**config.mk**
```make
export PLATFORM = sky130hd
export DESIGN_NAME = run_detect_scheduler
export DESIGN_NICKNAME = d
export VERILOG_FILES = /design/src/rtl/run_detect_scheduler.sv
export SDC_FILE = /design/constraint.sdc
export NUM_CORES = 1
export LEC_CHECK = 0
export BUFFER_PORTS_ARGS = -buffer_cell sky130_fd_sc_hd__buf_2
export CAP_MARGIN = 30
export CORE_UTILIZATION = 53
export DETAILED_ROUTE_END_ITERATION = 10
export PLACE_DENSITY_LB_ADDON = 0.2
export SLEW_MARGIN = 0
export SYNTH_ARGS = -nofsm -noshare
export SYNTH_HDL_FRONTEND = slang
export SYNTH_SLANG_ARGS = --single-unit
```
**constraint.sdc**
```tcl
create_clock -name clk -period 5.7 [get_ports clk]
set_input_delay 0.855 -clock clk [delete_from_list [all_inputs] [get_ports clk]]
set_output_delay 0.855 -clock clk [all_outputs]
set_load 0.005 [all_outputs]
```
**src/rtl/run_detect_scheduler.sv**
```systemverilog
// run_detect_scheduler: round-robin time-shared run-of-ones detector with a single-entry match event port
// Ports: clk/rst_n (async active-low) clock and reset; enable freezes arbitration and counters; clear zeroes all state
//   in_valid/in_bit/in_ready per-channel serial bit handshake (in_ready is the one-hot grant)
//   ch_match per-channel run-reached level; evt_valid/evt_ch/evt_ready event port; evt_overflow sticky drop flag
module run_detect_scheduler #(
  parameter int NCH = 4,
  parameter int RUN_LEN = 3,
  localparam int CW = $clog2(RUN_LEN + 1),
  localparam int IW = $clog2(NCH)
) (
  input  logic           clk,
  input  logic           rst_n,
  input  logic           enable,
  input  logic           clear,
  input  logic [NCH-1:0] in_valid,
  input  logic [NCH-1:0] in_bit,
  output logic [NCH-1:0] in_ready,
  output logic [NCH-1:0] ch_match,
  output logic           evt_valid,
  output logic [IW-1:0]  evt_ch,
  input  logic           evt_ready,
  output logic           evt_overflow
);
  logic [IW-1:0] ptr, ptr_nxt, gnt_idx;
  logic          gnt_any, go, new_evt;
  logic [CW-1:0] cnt [NCH];
  logic [CW-1:0] cnt_nxt [NCH];
  // descending search so the candidate closest to ptr is the last (winning) assignment
  always_comb begin
    gnt_any = 1'b0;
    gnt_idx = '0;
    for (int k = NCH - 1; k >= 0; k--)
      if (in_valid[IW'((int'(ptr) + k) % NCH)]) begin
        gnt_any = 1'b1;
        gnt_idx = IW'((int'(ptr) + k) % NCH);
      end
  end
  assign go       = enable && !clear && gnt_any;
  assign in_ready = go ? NCH'(1) << gnt_idx : '0;
  assign ptr_nxt  = (gnt_idx == IW'(NCH - 1)) ? '0 : gnt_idx + IW'(1);
  // an event fires only on the transition into the saturated state
  assign new_evt  = go && in_bit[gnt_idx] && cnt[gnt_idx] == CW'(RUN_LEN - 1);
  always_comb begin
    for (int i = 0; i < NCH; i++)
      cnt_nxt[i] = !in_ready[i] ? cnt[i] :
                   !in_bit[i] ? '0 :
                   (cnt[i] == CW'(RUN_LEN)) ? cnt[i] : cnt[i] + CW'(1);
  end
  always_ff @(posedge clk or negedge rst_n) begin
    if (!rst_n) begin
      ptr          <= '0;
      ch_match     <= '0;
      evt_valid    <= 1'b0;
      evt_ch       <= '0;
      evt_overflow <= 1'b0;
      for (int i = 0; i < NCH; i++) cnt[i] <= '0;
    end else if (clear) begin
      ptr          <= '0;
      ch_match     <= '0;
      evt_valid    <= 1'b0;
      evt_ch       <= '0;
      evt_overflow <= 1'b0;
      for (int i = 0; i < NCH; i++) cnt[i] <= '0;
    end else begin
      if (go) ptr <= ptr_nxt;
      for (int i = 0; i < NCH; i++) begin
        cnt[i]      <= cnt_nxt[i];
        ch_match[i] <= cnt_nxt[i] == CW'(RUN_LEN);
      end
      if (new_evt && (!evt_valid || evt_ready)) begin
        evt_valid <= 1'b1;
        evt_ch    <= gnt_idx;
      end else if (evt_valid && evt_ready) begin
        evt_valid <= 1'b0;
      end
      if (new_evt && evt_valid && !evt_ready) evt_overflow <= 1'b1;
    end
  end
endmodule
```
==> results of run 1 <==
## placed cells by master, fill, tap and decap left out, types with 3 or more instances in the layout
master / synthesis / routed
a211oi_1: 6 / 6
ha_1: 4 / 4
nor2_1: 5 / 5
nand2_1: 8 / 8
a21oi_1: 14 / 14
buf_2: 0 / 24
clkbuf_4: 1 / 3
dfrtp_1: 18 / 18
inv_1: 7 / 7
nand2b_1: 11 / 11
nor2b_1: 4 / 4
and2_1: 3 / 3
## worst paths after layout
kind | startpoint | endpoint | slack, ns | depth (start not counted)
worst min register to register | evt_overflow | evt_overflow | 0.50 | 2
worst min-delay path | rst_n | evt_overflow | 0.48 | 1
max in group asynchronous | rst_n | cnt[6] | 4.93 | 1
worst max register to register | ptr[1] | ch_match[0] | 3.51 | 9
min in group clk | evt_overflow | evt_overflow | 0.50 | 2
worst max-delay path | in_valid[2] | in_ready[0] | 2.38 | 8
## metal layers
layer  part of all wire [%]  vias to the layer above  track usage, %
met2                     49                       23            36.7
met4                    1.3                        0            8.57
met1                     45                      436            28.8
met3                    3.9                        4            2.31
met5                      0                        -               0
li1                       -                      445               -
## worst max-delay path, stage by stage
cell      delay, ns
buf_2          0.13
nor2b_2        0.16
a221oi_1       0.45
nor2_1         0.16
inv_1          0.14
ha_1           0.14
and2_0         0.26
buf_2          0.17
## per-stage QoR
step | area, µm² | util, % | setup slack, ns | total power (µW)
floorplan | 1070 | - | 2.85 | 164
global placement | 1200 | 65.8 | 2.52 | 179
detailed placement | 1200 | 65.8 | 2.44 | 180
CTS | 1220 | 67.1 | 2.43 | 241
global route | 1220 | 67.1 | 2.23 | 251
finish | 1220 | 67.1 | 2.38 | 238
## where the power goes
part / total [µW] / leakage (µW) / switching [µW] / internal, µW
sequential: 134 / 0.000249 / 3.68 / 130
clock: 59.8 / 0.0000138 / 35.3 / 24.5
combinational: 44.1 / 0.000298 / 26.3 / 17.8
total: 238 / 0.000561 / 65.3 / 173
## Yosys cell counts, types with 2 or more instances
| cell | instances | area (µm²) |
|---|---|---|
| a31o_2 | 2 | 17.5 |
| a211oi_1 | 6 | 45.0 |
| nand2_1 | 8 | 30.0 |
| nand3_1 | 2 | 10.0 |
| nand2b_1 | 11 | 68.8 |
| dfrtp_1 | 18 | 450 |
| ha_1 | 4 | 50.1 |
| nor2b_1 | 4 | 25.0 |
| o211ai_1 | 2 | 15.0 |
| inv_1 | 7 | 26.3 |
| nor3b_1 | 2 | 15.0 |
| clkbuf_1 | 5 | 18.8 |
| nor2_1 | 5 | 18.8 |
| nor4_1 | 2 | 12.5 |
| a21oi_1 | 14 | 70.1 |
| and2_1 | 3 | 18.8 |
## state kept, by name (all words and copies together), names as in the netlist
register / cells
cnt: 8
ch_match: 4
evt_ch: 2
ptr: 2
evt_overflow: 1
evt_valid: 1
## final cells by class
cell class	count	area (µm²)
Clock buffer	3	22.5
Fill cell	152	599
Inverter	7	26.3
Multi-Input combinational cell	84	571
Sequential cell	18	450
Tap cell	25	31.3
Timing Repair Buffer	24	120
## cell families (layout without fill, tap and decap cells)
kind of cell | count (synthesis) | count (layout) | share of synthesized area [%]
and+or+nand+nor | 45 | 45 | 25.1
muxes | 2 | 2 | 1.98
DFF | 18 | 18 | 42.0
AOI/OAI and AO/OA | 33 | 33 | 21.4
adders and majority gates | 4 | 4 | 4.66
buffers and inverters | 13 | 34 | 4.90
==> metrics, run 1 <==
initial antenna violation count 0; clock-pin slew on the worst setup and hold paths 0.09 ns; GR Overflow Total 0; global-route wire length before repair 3350 µm; status finished, final reports clean; die footprint 2210 µm²; htree depth 1; I/O Pins 25; root cell of the clock tree clkbuf_4; Syn Std Cell Area 1070 µm²; CP Max Fanout 6; vias in the first global route 784; RSZ-0062 raised after global routing false; routed vias/inst 5.64; Crit. End Element output pin; Post-route DRC 0; fmax 301 MHz; Synth cell types 36; # rows 15; Port Buffers 24; Layout area overhead 13.8%; final std cells w/o fill 161; synthesized instance count 115; Sink Count 18; min Tclk post-route 3.32 ns; Rel. slew slack 67.4%; Worst VDD drop 150 µV; ys flop type dfrtp_1; Hold Worst Slack 0.480 ns; setup TNS 0 ns; Chip Height 47.0 µm; register area share after synthesis 42.0%; MaxCap Viol Count 0; leakage power 0.000561 µW; setup violators final 0; chip width 47.0 µm; Slew Viols, Final 0; DR iter-0 viols 23; Placed Cells 158; Pwr Density 195 nW/µm²; Final period util 58.2%; Post-CTS Setup Inserts 0; Req. time, crit path 4.85 ns; Syn Nets 132; worst hold path class in -> async; per-cell routed wire length 12.7 µm; GP Congestion 0.804; CTS tree yes; total number of vias 908; Setup Skew 0.00432 ns; Synth Area per Inst 9.34 µm²; Pre-antenna DRT Iters 4; worst path arrival time 2.46 ns; CP Launch Type input port; Total Nets Final 155; FF+latch count, synth 18; fraction of layout cells with a size suffix above 1 27.2%; Core Area 1820 µm²; Initial Util 59.0%; Routed WL 2050 µm; Clock Latency Late Sink 0.29 ns; Final ANT Viol Nets 0; Ys Warns 0; dpl hpwl 1520 µm; hold bufs inserted after CTS 0; largest net degree at the start of global routing 21; Post-synth EDFFs 0; clock tree buffer depth 2; Final Hold Fails 0; Slew @ Worst Pin 0.490 ns; cts bufs inserted 3; post-CTS resize count 0; ANT cells 0; GRT Total Usage 21.8%; asr flop ratio synth 100%; Setup Crit Path Kind in -> out
No activity file was read; power rests on OpenSTA's default activity.
==> inputs of run 2 (changes only) <==
--- a/config.mk
+++ b/config.mk
@@ -7,7 +7,7 @@
 export LEC_CHECK = 0
 export BUFFER_PORTS_ARGS = -buffer_cell sky130_fd_sc_hd__buf_2
 export CAP_MARGIN = 30
-export CORE_UTILIZATION = 53
+export CORE_UTILIZATION = 52
 export DETAILED_ROUTE_END_ITERATION = 10
 export PLACE_DENSITY_LB_ADDON = 0.2
 export SLEW_MARGIN = 0
==> constraint.sdc (replaced) <==
create_clock -name clk -period 3.3 [get_ports clk]
set_input_delay 0.495 -clock clk [delete_from_list [all_inputs] [get_ports clk]]
set_output_delay 0.495 -clock clk [all_outputs]
set_load 0.005 [all_outputs]
==> run 2 against run 1 <==
Critical path depth decreased by 1. Non-clock buffer count unchanged. Combinational power increased by 72%. Register-to-register slack got worse by 2.3 ns. Worst setup slack got worse by 1.7 ns. Cell count increased by 1.9%. Total power increased by 86%. Design area increased by 1.3%. Count of clock-buffer cells in the layout increased by 1. First-iteration DRC count decreased by 13%. Highest routed layer unchanged.
==> metrics, run 2 (synthesis gave the netlist of run 1 again) <==
Pre-antenna DRT Iters 4 (unchanged); CP Max Fanout 6 (unchanged); Crit. End Element output pin; Setup Crit Path Kind reg -> out; global-route wire length before repair 3220 µm (-3.9%); setup violators final 0 (unchanged); register-to-register setup slack 1.18 ns (-2.33 ns); most frequent cells in the layout buf_2, dfrtp_1, a21oi_1; routed vias/inst 5.55 (-1.5%); Core Util, Final 63.7% (-3.4 points); clock-pin slew on the worst setup and hold paths 0.10 ns (about the same); Worst path max stage delay 0.47 ns (+0.02 ns); Top Registers cnt x8, ch_match x4; root cell of the clock tree clkbuf_4; ANT cells 0 (unchanged); htree depth 1 (unchanged); Post-CTS Setup Inserts 0 (unchanged); worst hold path class in -> async; wl on met1 958 µm (+3.2%); CP Cell Sequence nand2_2, a221oi_1, nor2_1, inv_1, ha_1, and2_0, buf_2; Final ANT Viol Nets 0 (unchanged); r2r endpoint cnt[6]; total number of vias 911 (+0.33%); cts bufs inserted 3 (unchanged); GR Overflow Total 0 (unchanged); Port Buffers 24 (unchanged); met3 WL 78 µm (-1.3%); Routed WL 2050 µm (+0.15%); CTS tree yes; CP Launch Type flip-flop; clock tree buffer depth 2 (unchanged); Critical Path Stages 7 (-1); Fillers 178 (+17%); I/O Pins 25 (unchanged); critical path's top delay family simple AND/OR/NAND/NOR gates; per-cell routed wire length 12.5 µm (-1.7%); CP max stage cell dfrtp_1; Clock Latency Late Sink 0.29 ns (about the same); Post-route DRC 0 (unchanged); MaxCap Viol Count 0 (unchanged); Slew @ Worst Pin 0.458 ns (-0.0313 ns); worst path arrival time 2.16 ns (-0.30 ns); setup TNS 0 ns (unchanged); commonest non-fill, non-tap cell in the layout buf_2; Worst R2R Path Depth 8 (-1); RSZ-0062 raised after global routing false; Largest register FFs 8 (unchanged); post-CTS resize count 0 (unchanged); leakage power 0.000568 µW (+1.3%); CP endpoint in_ready[0]; Sink Count 18 (unchanged); met2 wire len 980 µm (-3.4%); Layout area overhead 15.3%; Chip Height 47.4 µm (+0.91%); Final Hold Fails 0 (unchanged); Req. time, crit path 2.80 ns (-2.05 ns); Max Used Layer met4; vias in the first global route 754 (-3.8%); largest net degree at the start of global routing 21 (unchanged); fraction of layout cells with a size suffix above 1 27.7% (+0.53 points); DR iter-0 viols 20 (-13%); fmax 377 MHz; status finished, final reports clean; Rel. slew slack 69.4% (+2.1 points); Pwr Density 358 nW/µm² (+83%); GP Congestion 0.759 (-5.6%); Initial Util 55.3% (-3.7 points); CP bufs+invs 2 (-1); dpl hpwl 1560 µm (+2.9%); initial antenna violation count 0 (unchanged); hold bufs inserted after CTS 0 (unchanged); # rows 16 (+1); Worst VDD drop 245 µV (+63%); Final period util 80.4%; min Tclk post-route 2.65 ns; Slew Viols, Final 0 (unchanged); Setup crit start ptr[1]; Largest Register cnt; reg-to-reg startpoint ptr[1]; Setup Skew 0.00233 ns (-0.00199 ns); chip width 47.4 µm (+0.91%); Total Nets Final 155 (unchanged); Core Area 1940 µm² (+6.7%); GRT Total Usage 20.7% (-1.1 points); die footprint 2250 µm² (+1.8%)
run 2: cell types whose count changed in the layout (fill, tap and decap cells not counted):
cell      delta
clkbuf_8     +1
run 2: layer usage:
metal,up-vias,track usage (%)
met5,-,0
met4,0,8.57
met3,5,2.26
met2,20,33.7
met1,435,28.0
li1,451,-
run 2: layout make-up:
cell class | count | area, µm² | area share (%)
multi-input cells | 84 | 571 | 46.1
flip-flops and latches | 18 | 450 | 36.4
repair buffers | 24 | 120 | 9.71
clock buffers | 4 | 36.3 | 2.93
well taps | 27 | 33.8 | 2.73
inverters | 7 | 26.3 | 2.12
run 2: worst reg2reg max path, cell delays in order (launching register included):
cell      delay, ns
dfrtp_1        0.47
nand2_2        0.09
a221oi_1       0.45
nor2_1         0.16
inv_1          0.13
ha_1           0.14
and2_0         0.26
nor3b_1        0.10
a31o_2         0.22
run 2: report_power, final:
part           switching [µW]  internal (µW)  total, µW
sequential               6.07            225        231
combinational            45.2           30.5       75.8
clock                    68.1           67.3        135
run 2: worst min path at each step:
stage,slack (ns),from,to
4_1_cts,0.12,rst_n,ch_match[0]
2_1_floorplan,0.20,rst_n,ch_match[0]
5_1_grt,0.14,rst_n,ptr[0]
3_5_place_dp,0.45,rst_n,ch_match[0]
3_3_place_gp,0.45,rst_n,ch_match[0]
6_report,0.11,rst_n,ch_match[0]
run 2: metrics by stage:
step                      std cells  instance area [µm²]  hold slack [ns]  total power (µW)  setup WS, ns
final                           164                 1240            0.112               443         0.648
after CTS                       164                 1240            0.123               447         0.642
after global placement          160                 1200            0.446               309         0.837
after floorplan                 115                 1070            0.199               284          1.17
after global routing            164                 1240            0.139               466         0.444
after detailed placement        160                 1200            0.450               312         0.756
